`src/rtl/ram_adapter_pkg.sv`:
```
// Shared types and helpers for the RAM port adapter: access sizes,
// byte-lane mask generation and load-data alignment/extension.
package ram_adapter_pkg;

   typedef enum logic [1:0] {
      SIZE_B = 2'b00,
      SIZE_H = 2'b01,
      SIZE_W = 2'b10
   } mem_size_t;

   function automatic logic [3:0] byte_mask(input logic [1:0] size, input logic [1:0] offset);
      logic [3:0] mask;
      case (size)
         SIZE_B:  mask = 4'b0001 << offset;
         SIZE_H:  mask = 4'b0011 << offset;
         SIZE_W:  mask = 4'b1111;
         default: mask = 4'b0000;
      endcase
      return mask;
   endfunction

   // Shift the addressed lane down to bit 0, then extend to the full word.
   function automatic logic [31:0] load_format(input logic [31:0] data, input logic [1:0] size,
                                               input logic [1:0] offset, input logic sign_ext);
      logic [31:0] shifted;
      logic [31:0] result;
      shifted = data >> {offset, 3'b000};
      case (size)
         SIZE_B:  result = {{24{sign_ext & shifted[7]}}, shifted[7:0]};
         SIZE_H:  result = {{16{sign_ext & shifted[15]}}, shifted[15:0]};
         SIZE_W:  result = shifted;
         default: result = '0;
      endcase
      return result;
   endfunction

endpackage

```
`src/rtl/ram_port_adapter_skid.sv`:
```
// Two-entry fall-through response buffer; an empty buffer passes its input
// straight through so a response is not delayed when nothing is queued.
module ram_rsp_skid #(
   parameter int WIDTH = 33
) (
   input  logic             clk,
   input  logic             reset_n,
   input  logic             in_valid,
   input  logic [WIDTH-1:0] in_data,
   output logic             out_valid,
   input  logic             out_ready,
   output logic [WIDTH-1:0] out_data,
   output logic [1:0]       count_next
);

   logic [WIDTH-1:0] mem [2];
   logic             rd_ptr;
   logic             wr_ptr;
   logic [1:0]       count;
   logic             push;
   logic             pop;

   always_comb begin
      pop        = (count != 2'd0) && out_ready;
      push       = in_valid && !((count == 2'd0) && out_ready);
      out_valid  = (count != 2'd0) || in_valid;
      out_data   = (count == 2'd0) ? in_data : mem[rd_ptr];
      count_next = count + {1'b0, push} - {1'b0, pop};
   end

   always_ff @(posedge clk or negedge reset_n) begin
      if (!reset_n) begin
         count  <= 2'd0;
         rd_ptr <= 1'b0;
         wr_ptr <= 1'b0;
      end else begin
         count <= count_next;
         if (push) wr_ptr <= ~wr_ptr;
         if (pop)  rd_ptr <= ~rd_ptr;
      end
   end

   always_ff @(posedge clk) begin
      if (push) mem[wr_ptr] <= in_data;
   end

endmodule

```
`src/rtl/ram_port_adapter.sv`:
```
// Load/store request front end for one port of a 32-bit byte-enable RAM.
// Define RAM_ADAPTER_SKID_EN for a 2-entry response buffer and registered req_ready.
module ram_port_adapter
   import ram_adapter_pkg::*;
#(
   parameter int          RAM_DEPTH = 16384,
   parameter logic [31:0] BASE_ADDR = 32'h0000_0000
) (
   input  logic                         clk,
   input  logic                         reset_n,
   input  logic                         req_valid,
   output logic                         req_ready,
   input  logic [31:0]                  req_addr,
   input  logic                         req_we,
   input  logic [1:0]                   req_size,
   input  logic                         req_signed,
   input  logic [31:0]                  req_wdata,
   output logic                         rsp_valid,
   input  logic                         rsp_ready,
   output logic [31:0]                  rsp_rdata,
   output logic                         rsp_error,
   output logic [$clog2(RAM_DEPTH)-1:0] ram_addr,
   output logic [31:0]                  ram_din,
   output logic                         ram_en,
   output logic [3:0]                   ram_we,
   input  logic [31:0]                  ram_dout
);

   localparam int          AW   = $clog2(RAM_DEPTH);
   localparam logic [32:0] SPAN = 33'(RAM_DEPTH) * 33'd4;

   logic        accept;
   logic        legal;
   logic        aligned;
   logic        in_range;
   logic [31:0] offset_addr;
   logic        st_valid;
   logic        st_valid_next;
   logic [1:0]  st_size;
   logic        st_sign;
   logic [1:0]  st_off;
   logic        st_we;
   logic        st_err;
   logic [31:0] load_data;

   // An address below BASE_ADDR wraps to a large offset, so one compare covers both bounds.
   always_comb begin
      offset_addr = req_addr - BASE_ADDR;
      in_range    = ({1'b0, offset_addr} < SPAN);
      case (req_size)
         SIZE_B:  aligned = 1'b1;
         SIZE_H:  aligned = !req_addr[0];
         SIZE_W:  aligned = (req_addr[1:0] == 2'b00);
         default: aligned = 1'b0;
      endcase
      legal    = aligned && in_range;
      accept   = req_valid && req_ready;
      ram_en   = accept && legal && reset_n;
      ram_we   = (ram_en && req_we) ? byte_mask(req_size, req_addr[1:0]) : 4'b0000;
      ram_addr = offset_addr[AW+1:2];
      case (req_size)
         SIZE_B:  ram_din = {4{req_wdata[7:0]}};
         SIZE_H:  ram_din = {2{req_wdata[15:0]}};
         default: ram_din = req_wdata;
      endcase
   end

   always_comb begin
`ifdef RAM_ADAPTER_SKID_EN
      st_valid_next = accept;
`else
      st_valid_next = accept ? 1'b1 : (rsp_ready ? 1'b0 : st_valid);
`endif
   end

   always_ff @(posedge clk or negedge reset_n) begin
      if (!reset_n) begin
         st_valid <= 1'b0;
         st_size  <= 2'b00;
         st_sign  <= 1'b0;
         st_off   <= 2'b00;
         st_we    <= 1'b0;
         st_err   <= 1'b0;
      end else begin
         st_valid <= st_valid_next;
         if (accept) begin
            st_size <= req_size;
            st_sign <= req_signed;
            st_off  <= req_addr[1:0];
            st_we   <= req_we;
            st_err  <= !legal;
         end
      end
   end

   always_comb begin
      load_data = (st_valid && !st_we && !st_err) ? load_format(ram_dout, st_size, st_off, st_sign) : 32'h0;
   end

`ifdef RAM_ADAPTER_SKID_EN
   logic [1:0]  skid_count_next;
   logic [32:0] skid_out;
   logic        skid_valid;
   logic        ready_q;

   ram_rsp_skid #(.WIDTH(33)) u_skid (
      .clk        (clk),
      .reset_n    (reset_n),
      .in_valid   (st_valid),
      .in_data    ({load_data, st_valid && st_err}),
      .out_valid  (skid_valid),
      .out_ready  (rsp_ready),
      .out_data   (skid_out),
      .count_next (skid_count_next)
   );

   // Leave room for whatever is queued plus the response still in flight.
   always_ff @(posedge clk or negedge reset_n) begin
      if (!reset_n) ready_q <= 1'b1;
      else          ready_q <= ({1'b0, skid_count_next} + {2'b00, accept}) <= 3'd1;
   end

   always_comb begin
      req_ready = ready_q;
      rsp_valid = skid_valid;
      rsp_rdata = skid_valid ? skid_out[32:1] : 32'h0;
      rsp_error = skid_valid && skid_out[0];
   end
`else
   always_comb begin
      req_ready = !st_valid || rsp_ready;
      rsp_valid = st_valid;
      rsp_rdata = load_data;
      rsp_error = st_valid && st_err;
   end
`endif

endmodule

```
`config.mk`:
```
export PLATFORM = sky130hd
export DESIGN_NAME = ram_port_adapter
export DESIGN_NICKNAME = d
export VERILOG_FILES = /design/src/rtl/ram_adapter_pkg.sv /design/src/rtl/ram_port_adapter_skid.sv /design/src/rtl/ram_port_adapter.sv
export SDC_FILE = /design/constraint.sdc
export NUM_CORES = 1
export LEC_CHECK = 0
export BUFFER_PORTS_ARGS = -buffer_cell sky130_fd_sc_hd__buf_4
export CAP_MARGIN = 20
export CORE_UTILIZATION = 29
export DETAILED_ROUTE_END_ITERATION = 16
export GPL_ROUTABILITY_DRIVEN = 0
export MAX_ROUTING_LAYER = met4
export PLACE_DENSITY_LB_ADDON = 0.25
export RECOVER_POWER = 50
export SLEW_MARGIN = 30
export SYNTH_ARGS = -nofsm -noshare
export SYNTH_HDL_FRONTEND = slang
export SYNTH_SLANG_ARGS = --single-unit
```
`constraint.sdc`:
```
create_clock -name clk -period 2.59 [get_ports clk]
set_input_delay 0.1295 -clock clk [delete_from_list [all_inputs] [get_ports clk]]
set_output_delay 0.1295 -clock clk [all_outputs]
set_load 0.005 [all_outputs]
```
After elaboration in Yosys (flattened, before gate mapping)
Index checks and enable logic that the tools add are counted.
- $add $sub $neg: 0
- multiply operators: 0
- div/mod/pow operators: 0
- magnitude comparators: 1
- equal/unequal tests: 4
- shifts and indexed selects: 3
- muxes and demuxes: 8
- bitwise logic cells: 2
- reduce and logical (&&, ||, !) cells: 18
- operators with widths (cell ; number):
    case mux 32 bit (3 select lines) ; 1
    case mux 32 bit (2 select lines) ; 1
    less-than comparator 32 x 17 -> 1 bit, second input constant ; 1
    2-to-1 mux 32 bit ; 1
    right shift 32 x 5 -> 32 bit ; 1
    case mux 4 bit (3 select lines) ; 1
    logical AND 1 bit ; 8
    zero test 2 bit ; 3
    zero test 1 bit ; 5
    == test 2 x 1 -> 1 bit, second input constant ; 2
    == test 2 bit, second input constant ; 2
    2-to-1 mux 4 bit ; 1
    left shift 1 x 2 -> 4 bit, first input constant ; 1
    left shift 2 x 2 -> 4 bit, first input constant ; 1
    case mux 1 bit (3 select lines) ; 1
    bitwise AND 1 bit ; 2
    2-to-1 mux 1 bit ; 2
    nonzero test 2 bit ; 1
    logical OR 1 bit ; 1
- register bits after elaboration: 8
- bits in latches: 0
- bits in writable memories: 0
- bits in read-only memories: 0
- bits of input ports: 104
- output and inout bits: 86
- word-level logic and storage cells: 42
- memories kept: 0

Depth between registers and ports, before layout
- depth in word-level cells: 7
- mapped depth: 6
- gate-level depth less buffers: 4

Worst setup path before layout
No wires, ideal clock.
- kind: register to output
- start point: reg st_off[1]
- end point: out rsp_rdata[24]
- arrival time: 1.304 ns
- slack: 1.157 ns
- cell stages (with the launch flop): 6
- path buffers: 1
- cell sequence: dfrtp_1 -> buf_6 -> nor2_1 -> nand3_1 -> nor2_1 -> a21o_1
- cells in the longest elaborated chain, start to end: 4
- elaborated cells on any way between the ends: 5
- those cells by class: shift: 1; mux: 2; bitwise: 2
- RTL lines (element ; line ; RTL):
    start: declaration ; ram_port_adapter.sv:41 ; logic [1:0] st_off;
    start signal: assignment ; ram_port_adapter.sv:89 ; st_off <= req_addr[1:0];
    right shift 32 x 5 -> 32 bit (*) ; ram_adapter_pkg.sv:27 ; shifted = data >> {offset, 3'b000};
    bitwise AND 1 bit (on tied branches) ; ram_adapter_pkg.sv:30, ram_adapter_pkg.sv:29 ;
    case mux 32 bit (3 select lines) (*) ; ram_adapter_pkg.sv:28 ; case (size)
    2-to-1 mux 32 bit (*) ; ram_port_adapter.sv:97 ; load_data = (st_valid && !st_we && !st_err) ? load_format(ram_dout, st_size, st_off, st_sign) : 32'h0;
    end: declaration ; ram_port_adapter.sv:20 ; output logic [31:0] rsp_rdata,
Every way passes the cells marked *; elsewhere a longest branch is shown, timed or not.

Worst setup path after layout
- start point: reg st_we
- end point: out rsp_rdata[24]
- cells in the longest elaborated chain, start to end: 4
- RTL lines (element ; line ; RTL):
    start: declaration ; ram_port_adapter.sv:42 ; logic st_we;
    start signal: assignment ; ram_port_adapter.sv:90 ; st_we <= req_we;
    zero test 1 bit ; ram_port_adapter.sv:97 ;
    logical AND 1 bit (2 in a row) ; ram_port_adapter.sv:97 ;
    2-to-1 mux 32 bit ; ram_port_adapter.sv:97 ;
No other way between the ends.

==> flow_metrics.py <==
metrics = {
    "setup_path": {
        "worstPathCellList": "nor3b_2, nand3_1, buf_4, nor2_1, a21o_1, buf_4",
        "start_kind": "register",
        "crit_slowest_cell": "nor2_1",
        "critPathLaunch": "st_we",
        "crit_fanout": 9,
        "cp_common_cell": "buf_4",
        "critPathCaptureType": "output port",
        "timing.rr.start": "rsp_valid",
        "worstReg2RegEnd": "st_off[0]",
        "path_delay_family": "simple AND/OR/NAND/NOR gates",
        "cp_num_buf_inv": 2,
        "crit_arrival_ps": 1980,
        "max_stage_delay_ps": 510,
        "crit_type": "reg -> out",
        "regToRegSetupSlack_ps": 1290,
        "r2r_cells": 3,
        "critPathRequiredTime_ps": 2460,
    },
    "route": {
        "drt-initial-drc-count": 48,
        "drt_first_pass_iters": 6,
        "final_antenna_net_count": 0,
        "drt_wl_total_mm": 6.31,
        "route.detailed.drc": 0,
        "via_count": 2219,
        "wl_per_cell_um": 14.4,
        "vias_per_cell": 5.07,
    },
    "power_and_ir_drop": {
        "pwr_density_cell_nw_per_um2": 262,
        "p_total_mw": 0.760,
        "irDropWorstVdd_v": 0.000127,
        "p_leak_nw": 1.48,
    },
    "synthesis": {
        "synth_area_per_cell_um2": 7.72,
        "synth_area_leaders": "mux2i_1 (17%), mux2_2 (14%), dfrtp_1 (11%)",
        "synthArstFlopShare_pct": 100,
        "synth_nets": 337,
        "yosysSeqAreaShare_pct": 11.1,
        "ys_ff_latch": 8,
        "ys_warn_count": 0,
        "synthTopCellsByCount": "mux2i_1 (30), buf_4 (23), o21ai_0 (23)",
        "synth.distinct_cells": 35,
        "syn_inst": 233,
        "synth-edff-count": 0,
        "synth.most_common_cell": "mux2i_1",
        "synth-main-ff-cell": "dfrtp_1",
        "syn_area_um2": 1800,
        "yosys.area.top_type": "mux2i_1",
        "yosysTopAreaCellShare_pct": 16.7,
    },
    "cts": {
        "cts.path.max_buffers": 2,
        "cts_resized": 0,
        "numCtsBuffers": 3,
        "cts_root_buf": "clkbuf_8",
        "cts_tree": "done",
        "clock_latency_ps": 230,
        "htree_levels": 1,
        "clock_sinks": 8,
        "path_clk_slew_ps": 40,
    },
    "worst_hold_path": {
        "holdPathEnd": "rsp_valid",
        "min_path_cells": 2,
        "hold_path_startpoint": "req_valid",
        "min-delay-path-class": "in -> reg",
    },
    "sta": {
        "drv_slew": 0,
        "fin_skew_ps": 3.53,
        "fin_tns_setup_ps": 0,
        "min_period_over_period_pct": 81.6,
        "slew_headroom_pct": 9.36,
        "finalHoldViolations": 0,
        "fin_crit_ps": 2110,
        "max_freq_mhz": 473,
        "worst_slew_pin_slew_ps": 1360,
        "rsz0062_at_grt": "false",
        "setup_viol": 0,
    },
    "die": {
        "io_pins": 190,
        "dieArea_um2": 6520,
        "core_area_um2": 5960,
        "die_w_um": 80.8,
        "die_h_um": 80.8,
        "start_util_pct": 30.2,
        "num_rows": 28,
    },
    "place": {
        "io_buffers": 161,
        "hpwl_mm": 5.11,
        "placed_area_um2": 2870,
    },
    "final_layout": {
        "num_antenna_cells": 0,
        "syn_to_final_growth_pct": 60.9,
        "fin_area_um2": 2900,
        "post-route-util_pct": 48.6,
        "final_layout_size_suffix_gt1_share_pct": 51.8,
        "nNetsFinal": 469,
    },
    "grt": {
        "grt_pass1_vias": 2094,
        "grtUsageTotal_pct": 18.5,
        "grt_pass1_wl_mm": 9.32,
        "antenna_found_initial": 0,
        "grt_max_degree": 34,
        "grt_remaining_overflow": 0,
    },
    "run_status": {
        "status": "completed",
    },
    "job": {
        "drv_cap": 0,
    },
}
report_power, final:
group	total [mW]	leakage [nW]	internal, mW	switching [mW]
Sequential	0.170	0.0897	0.140	0.0296
Combinational	0.441	1.37	0.247	0.194
Clock	0.149	0.0216	0.101	0.0487
Total	0.760	1.48	0.488	0.272
flip-flops by register name (all words and copies together), names as in the netlist:
register / cells
st_we: 1
st_err: 1
st_sign: 1
rsp_valid: 1
st_size: 2
st_off: 2
cells in the final DEF (no fill, tap or decap), types with 2 or more instances in the layout:
cell type,count
a21oi_1,9
and2_0,5
and2_1,6
dfrtp_1,8
nand4_1,2
nand2_1,16
clkbuf_8,3
nor4_1,4
mux2_2,22
buf_4,139
a211oi_1,14
nor2b_1,9
a21o_1,8
inv_1,2
nor2_1,15
clkbuf_4,19
o21ai_0,23
o21a_1,5
clkbuf_1,6
nand2b_1,2
mux2i_1,30
nand3_1,3
per-stage QoR:
step / setup slack (ps) / hold slack [ps] / cells
after detailed placement: 734 / -37.7 / 434
after global placement: 709 / -39.8 / 434
after global routing: 347 / 129 / 438
after floorplan: 1160 / -166 / 233
after CTS: 452 / 120 / 438
final: 476 / 121 / 438
cell type report:
| type | count | area [um^2] |
|---|---|---|
| clock buffers | 3 | 41.3 |
| inverters | 2 | 7.51 |
| flip-flops and latches | 8 | 200 |
| well taps | 75 | 93.8 |
| repair buffers | 165 | 1220 |
| multi-input cells | 185 | 1330 |
| fillers | 581 | 3060 |
cells by family after synthesis:
logic type	count (synthesis)	synth area share, %
buffers and inverters	40	14.7
DFF	8	11.1
and+or+nand+nor	69	20.8
muxes	52	30.5
xor gates and xnor gates	1	0.487
AOI/OAI and AO/OA	63	22.4
per-layer routing:
layer,track usage [%],wire length [um],vias to the layer above
met2,32.6,3090,123
met1,20.5,2440,994
met3,5.17,681,17
met5,-,0,-
li1,-,-,1085
met4,5.00,93,0
how the worst max path moves through the flow:
stage                          endpoint  slack, ps  cells past startpoint
final                     rsp_rdata[24]        480                      6
after floorplan           rsp_rdata[24]       1160                      5
after global placement    rsp_rdata[31]        710                      6
after global routing      rsp_rdata[24]        350                      6
after CTS                 rsp_rdata[24]        450                      6
after detailed placement  rsp_rdata[24]        730                      6
what timing repair did:
action	in CTS	in global routing
hold buffers	1	0
buffers inserted	0	0
endpoints found under the hold margin	8	0
No activity file was read; power rests on OpenSTA's default activity.
